**config.mk**
```make
export PLATFORM = sky130hd
export DESIGN_NAME = trigger_capture
export DESIGN_NICKNAME = d
export VERILOG_FILES = /design/src/rtl/scope_pkg.sv /design/src/rtl/capture_ram.sv /design/src/rtl/trigger_capture.sv
export SDC_FILE = /design/constraint.sdc
export NUM_CORES = 2
export LEC_CHECK = 0
export ABC_AREA = 1
export CAP_MARGIN = 20
export CORE_MARGIN = 5
export CORE_UTILIZATION = 40
export DETAILED_ROUTE_END_ITERATION = 8
export MAX_ROUTING_LAYER = met4
export PLACE_DENSITY = 0.59
export SYNTH_ARGS = -nofsm -noshare
export SYNTH_HDL_FRONTEND = slang
export SYNTH_SLANG_ARGS = --single-unit
```
**constraint.sdc**
```tcl
create_clock -name clock -period 4.27 [get_ports clock]
set_input_delay 0.854 -clock clock [delete_from_list [all_inputs] [get_ports clock]]
set_output_delay 0.854 -clock clock [all_outputs]
set_load 0.03 [all_outputs]
```
**src/rtl/scope_pkg.sv**
```systemverilog
// scope_pkg: shared constants and types for the trigger capture slice.
// Imported by trigger_capture; capture_ram is type-agnostic.
package scope_pkg;

  localparam int DATA_W = 12;
  localparam int DEPTH  = 256;

  typedef enum logic [2:0] {
    IDLE,
    PREFILL,
    WAIT_TRIG,
    POST,
    DONE
  } cap_state_t;

  typedef enum logic {
    RISING  = 1'b0,
    FALLING = 1'b1
  } slope_t;

endpackage

```
**src/rtl/capture_ram.sv**
```systemverilog
// capture_ram: simple dual-port sample store, one write port and a
// registered read port, written to infer block RAM.
module capture_ram #(
  parameter int DATA_W = 12,
  parameter int ADDR_W = 8
) (
  input  logic              clock,
  input  logic              reset,
  input  logic              we,
  input  logic [ADDR_W-1:0] wr_addr,
  input  logic [DATA_W-1:0] wr_data,
  input  logic              re,
  input  logic [ADDR_W-1:0] rd_addr,
  output logic [DATA_W-1:0] rd_data
);

  logic [DATA_W-1:0] mem [2**ADDR_W];

  always_ff @(posedge clock) begin
    if (we) mem[wr_addr] <= wr_data;
  end

  always_ff @(posedge clock or negedge reset) begin
    if (!reset) rd_data <= '0;
    else if (re) rd_data <= mem[rd_addr];
  end

endmodule

```
**src/rtl/trigger_capture.sv**
```systemverilog
// trigger_capture: level/slope trigger with pre-trigger circular capture.
// Define TRIG_HYST_EN to require a hysteresis excursion before triggering.
module trigger_capture #(
  parameter int DATA_W = scope_pkg::DATA_W,
  parameter int DEPTH  = scope_pkg::DEPTH,
`ifdef TRIG_HYST_EN
  parameter int HYST   = 16,
`endif
  localparam int ADDR_W = $clog2(DEPTH)
) (
  input  logic              clock,
  input  logic              reset,
  input  logic              sample_valid,
  input  logic [DATA_W-1:0] sample_data,
  input  logic              arm,
  input  logic              force_trig,
  input  logic [DATA_W-1:0] trig_level,
  input  logic              trig_slope,
  input  logic [ADDR_W-1:0] pretrig,
  input  logic              rd_req,
  input  logic [ADDR_W-1:0] rd_addr,
  output logic [DATA_W-1:0] rd_data,
  output logic              rd_valid,
  output logic              busy,
  output logic              triggered,
  output logic              done
);

  import scope_pkg::*;

  cap_state_t        state;
  logic [ADDR_W-1:0] wr_ptr;
  logic [ADDR_W-1:0] pre_cnt;
  logic [ADDR_W-1:0] post_cnt;
  logic [ADDR_W-1:0] post_init;
  logic [ADDR_W-1:0] win_start;
  logic [ADDR_W-1:0] rd_phys;
  logic [DATA_W-1:0] prev;
  logic              prev_valid;
  logic              force_pend;
  logic              active;
  logic              accept;
  logic              rd_en;
  logic              rise;
  logic              fall;
  logic              hit;

  assign active = (state == PREFILL)
               || (state == WAIT_TRIG)
               || (state == POST);
  assign accept = sample_valid && !arm && active;
  assign rd_en = rd_req && (state == DONE);
  assign rd_phys = win_start + rd_addr;
  assign post_init = ADDR_W'(DEPTH - 1) - pretrig;

`ifdef TRIG_HYST_EN
  logic [DATA_W:0]   hi_sum;
  logic [DATA_W-1:0] lo_thr;
  logic [DATA_W-1:0] hi_thr;
  logic              seen_lo;
  logic              seen_hi;

  assign hi_sum = {1'b0, trig_level} + (DATA_W+1)'(HYST);
  assign lo_thr = (trig_level >= DATA_W'(HYST))
                ? trig_level - DATA_W'(HYST) : '0;
  assign hi_thr = hi_sum[DATA_W] ? '1 : hi_sum[DATA_W-1:0];

  // Re-arm flags only look at samples before the current one.
  always_ff @(posedge clock or negedge reset) begin
    if (!reset) begin
      seen_lo <= 1'b0;
      seen_hi <= 1'b0;
    end else if (arm) begin
      seen_lo <= 1'b0;
      seen_hi <= 1'b0;
    end else if (accept) begin
      seen_lo <= seen_lo || (sample_data < lo_thr);
      seen_hi <= seen_hi || (sample_data > hi_thr);
    end
  end

  assign rise = seen_lo && prev_valid
             && (prev < trig_level)
             && (sample_data >= trig_level);
  assign fall = seen_hi && prev_valid
             && (prev > trig_level)
             && (sample_data <= trig_level);
`else
  assign rise = prev_valid
             && (prev < trig_level)
             && (sample_data >= trig_level);
  assign fall = prev_valid
             && (prev > trig_level)
             && (sample_data <= trig_level);
`endif

  assign hit = (slope_t'(trig_slope) == FALLING) ? fall : rise;

  always_ff @(posedge clock or negedge reset) begin
    if (!reset) begin
      state      <= IDLE;
      wr_ptr     <= '0;
      pre_cnt    <= '0;
      post_cnt   <= '0;
      win_start  <= '0;
      prev       <= '0;
      prev_valid <= 1'b0;
      force_pend <= 1'b0;
      rd_valid   <= 1'b0;
      busy       <= 1'b0;
      triggered  <= 1'b0;
      done       <= 1'b0;
    end else begin
      rd_valid <= rd_en;
      if (arm) begin
        state      <= (pretrig == '0) ? WAIT_TRIG : PREFILL;
        pre_cnt    <= '0;
        prev_valid <= 1'b0;
        force_pend <= 1'b0;
        busy       <= 1'b1;
        triggered  <= 1'b0;
        done       <= 1'b0;
      end else begin
        if (accept) begin
          wr_ptr     <= wr_ptr + 1'b1;
          prev       <= sample_data;
          prev_valid <= 1'b1;
        end
        unique case (state)
          PREFILL: begin
            if (accept) begin
              pre_cnt <= pre_cnt + 1'b1;
              if (ADDR_W'(pre_cnt + 1'b1) == pretrig)
                state <= WAIT_TRIG;
            end
          end
          WAIT_TRIG: begin
            if (accept && (hit || force_pend || force_trig)) begin
              win_start  <= wr_ptr - pretrig;
              post_cnt   <= post_init;
              triggered  <= 1'b1;
              force_pend <= 1'b0;
              if (post_init == '0) begin
                state <= DONE;
                busy  <= 1'b0;
                done  <= 1'b1;
              end else begin
                state <= POST;
              end
            end else if (force_trig) begin
              force_pend <= 1'b1;
            end
          end
          POST: begin
            if (accept) begin
              post_cnt <= post_cnt - 1'b1;
              if (post_cnt == ADDR_W'(1)) begin
                state <= DONE;
                busy  <= 1'b0;
                done  <= 1'b1;
              end
            end
          end
          default: ;
        endcase
      end
    end
  end

  capture_ram #(
    .DATA_W (DATA_W),
    .ADDR_W (ADDR_W)
  ) u_ram (
    .clock   (clock),
    .reset   (reset),
    .we      (accept),
    .wr_addr (wr_ptr),
    .wr_data (sample_data),
    .re      (rd_en),
    .rd_addr (rd_phys),
    .rd_data (rd_data)
  );

endmodule

```
==> results.yml <==
status:
  outcome: "completed"
layout:
  final_cells: 17700
  syn2layout_area_growth_pct: 16.0
  drive_gt1_frac: 0.0975
  nets: 13100
  fin_area_um2: 154000
sta:
  fin_setup_tns_ns: 0
  max_freq_mhz: 255
  maxSlewViolCount: 0
  fin_crit_sh: 0.917
  hold_viol: 0
  setup_violations: 0
  relSlewSlack: 0.310
  fin_ws_ns: 0.353
  post-route-min-period_ns: 3.92
  rsz0062_at_grt: "no"
  skew_ns: 0.0520
  tightest_slew_ns: 1.03
place:
  port_buffers: 62
  gp_congestion: 0.885
  dp.cells: 17100
  placed_area_um2: 144000
  dp_slack_ns: -0.509
  dp_hpwl_mm: 245
logic_synthesis:
  syn-num-nets: 12700
  ys.warnings.count: 0
  ys_seq_elements: 3137
  synth_top_cells_by_area: "edfxtp_1, nand2_1, nor2_1, nand3_1, inv_1"
  synth_largest_area_cell: "edfxtp_1"
  synth.distinct_cells: 35
  ys_top_cells_by_count: "nand2_1, edfxtp_1, nor2_1"
  synth_most_common_cell: "nand2_1"
  synth_flop_cell: "edfxtp_1"
  netlist_area_um2: 133000
  syn_avg_cell_area_um2: 10.6
  synth_top_area_frac: 0.692
  async_flop_share: 0.0207
  synth-seq-area-share: 0.705
  synth-edff-count: 3072
  synth_cells: 12600
clocking:
  cts_buffers: 331
  clockRootBuffer: "clkbuf_16"
  clk_pin_slew_worst_paths_ns: 0.06
  worst_skew_pair.late_latency_ns: 0.89
  ctsResizeCount: 0
  cts_max_level: 5
  cts_max_path_buffers: 4
  cts_setup_buffers: 0
  cts_tree: "done"
  cts.sinks: 3137
  cts_hold_buf: 0
die:
  die_w_um: 587
  dieArea_um2: 345000
  die_h_um: 587
  coreArea_um2: 333000
  num_rows: 212
  ioPinCount: 63
  start_util: 0.401
critical_path:
  r2r_setup_slack_ns: 0.41
  r2r-end: "u_ram.rd_data[7]"
  startpoint_type: "primary input"
  worstRegToRegCells: 15
  path_cells: "clkdlybuf4s50_1 > ha_4 > fa_4 > buf_12 > buf_12 > buf_12 > o21ai_0 > o21ai_0 > nand2_1 > nand3_1 > nand3_1 > nand3_1 > nand3_1 > nand3_1 > nand3_1 > nand2_1"
  arrival_ns: 4.74
  cp-end-kind: "flop"
  r2r-start: "win_start[0]"
  slowest_stage: "fa_4"
  crit_top_cell: "nand3_1"
  crit_fanout: 49
  crit_type: "primary input to flop"
  required_ns: 5.10
  critPathMaxStageDelay_ns: 0.94
grt:
  grt_max_degree: 134
  antenna_found_initial: 16
  grt_pass1_vias: 86800
  grt_overflow_total: 0
  grt_pass1_wl_mm: 581
  grtUsageTotal: 0.230
power_and_ir_drop:
  p_total_mw: 111
  power.leakage_nw: 59.9
  p_per_area_nw_per_um2: 719
  ir_worst_vdd_uv: 512
hold_path:
  hp-class: "primary input to async pin"
routing:
  wl_per_cell_um: 22.6
  drc: 0
  drt_pass1_iterations: 6
  drt-vias-per-instance: 5.21
  drtIter0Drc: 10600
  vias: 92000
  routed_wl_mm: 398
  ant_nets: 0
job:
  maxCapViolCount: 0
==> state kept, by name, summed over array words and instances, names as in the netlist <==
| signal | cells |
|---|---|
| wr_ptr | 8 |
| rd_valid | 1 |
| force_pend | 1 |
| post_cnt | 8 |
| triggered | 1 |
| prev_valid | 1 |
| done | 1 |
| u_ram.rd_data | 12 |
| u_ram.mem | 3072 |
| state | 3 |
| busy | 1 |
| win_start | 8 |
| pre_cnt | 8 |
| prev | 12 |
==> cells in the final DEF (no fill, tap or decap), types with 29 or more instances in the layout <==
master and n:
ha_1 44, buf_4 610, clkinv_1 64, nand2_1 3405
inv_1 956, edfxtp_1 3072, buf_12 137, or2_2 35
nand3_1 1248, o21ai_1 492, dfrtp_1 65, clkbuf_16 342
clkdlybuf4s50_1 49, bufinv_16 29, nor2_1 1945, clkinv_2 66
clkbuf_1 64, o21ai_0 452
==> per-layer routing <==
metal  share of wire  vias to the layer above  track usage  wire length (um)
met5               0                        -            -                 0
met1            0.42                    44700        0.311            166000
li1                -                    42800            -                 -
met2            0.47                     3821        0.361            186000
met4           0.036                        0       0.0774             14400
met3           0.079                      651       0.0320             31600
==> cell type report <==
| type | count | area (um2) |
|---|---|---|
| inverters | 966 | 3650 |
| flip-flops and latches | 3137 | 93900 |
| fillers | 30300 | 178000 |
| repair buffers | 812 | 8040 |
| clock buffers | 410 | 8850 |
| multi-input cells | 7752 | 32900 |
| well taps | 4387 | 5490 |
| clock inverters | 178 | 1640 |
| diodes | 10 | 25.0 |
==> per-stage QoR <==
stage	hold WS, ns	util
after floorplan	0.453	-
after global placement	0.468	0.433
after detailed placement	0.474	0.433
after CTS	0.139	0.464
after global routing	0.164	0.464
final	0.166	0.464
==> worst max-delay path by stage <==
stage                 start           endpoint  cells past startpoint
2_1_floorplan    rd_addr[0]  u_ram.rd_data[10]                     16
3_3_place_gp     rd_addr[0]   u_ram.rd_data[7]                     16
3_5_place_dp     rd_addr[0]   u_ram.rd_data[5]                     17
4_1_cts        win_start[0]   u_ram.rd_data[5]                     16
5_1_grt          rd_addr[0]   u_ram.rd_data[2]                     17
6_report         rd_addr[0]   u_ram.rd_data[7]                     16
==> where the power goes <==
group / internal (mW) / switching, mW / total, mW
clock network: 16.4 / 11.9 / 28.4
registers: 34.1 / 0.431 / 34.6
logic: 14.9 / 33.2 / 48.2
total: 65.5 / 45.5 / 111
==> worst max-delay path: cells and delay by family <==
| kind | cells | cell delay [ns] |
|---|---|---|
| buffers and inverters | 4 | 1.18 |
| AND/OR/NAND/NOR | 8 | 1.16 |
| AO/OA/AOI/OAI | 2 | 0.35 |
| adder cells (fa/ha/maj) | 2 | 1.12 |
==> kinds of logic after synthesis <==
kind of cell | synth area share
DFF | 0.705
xor gates and xnor gates | 0.00201
AOI/OAI and AO/OA | 0.0379
adders and majority gates | 0.00453
and+or+nand+nor | 0.201
buffers and inverters | 0.0496
No activity file was read; power rests on OpenSTA's default activity.
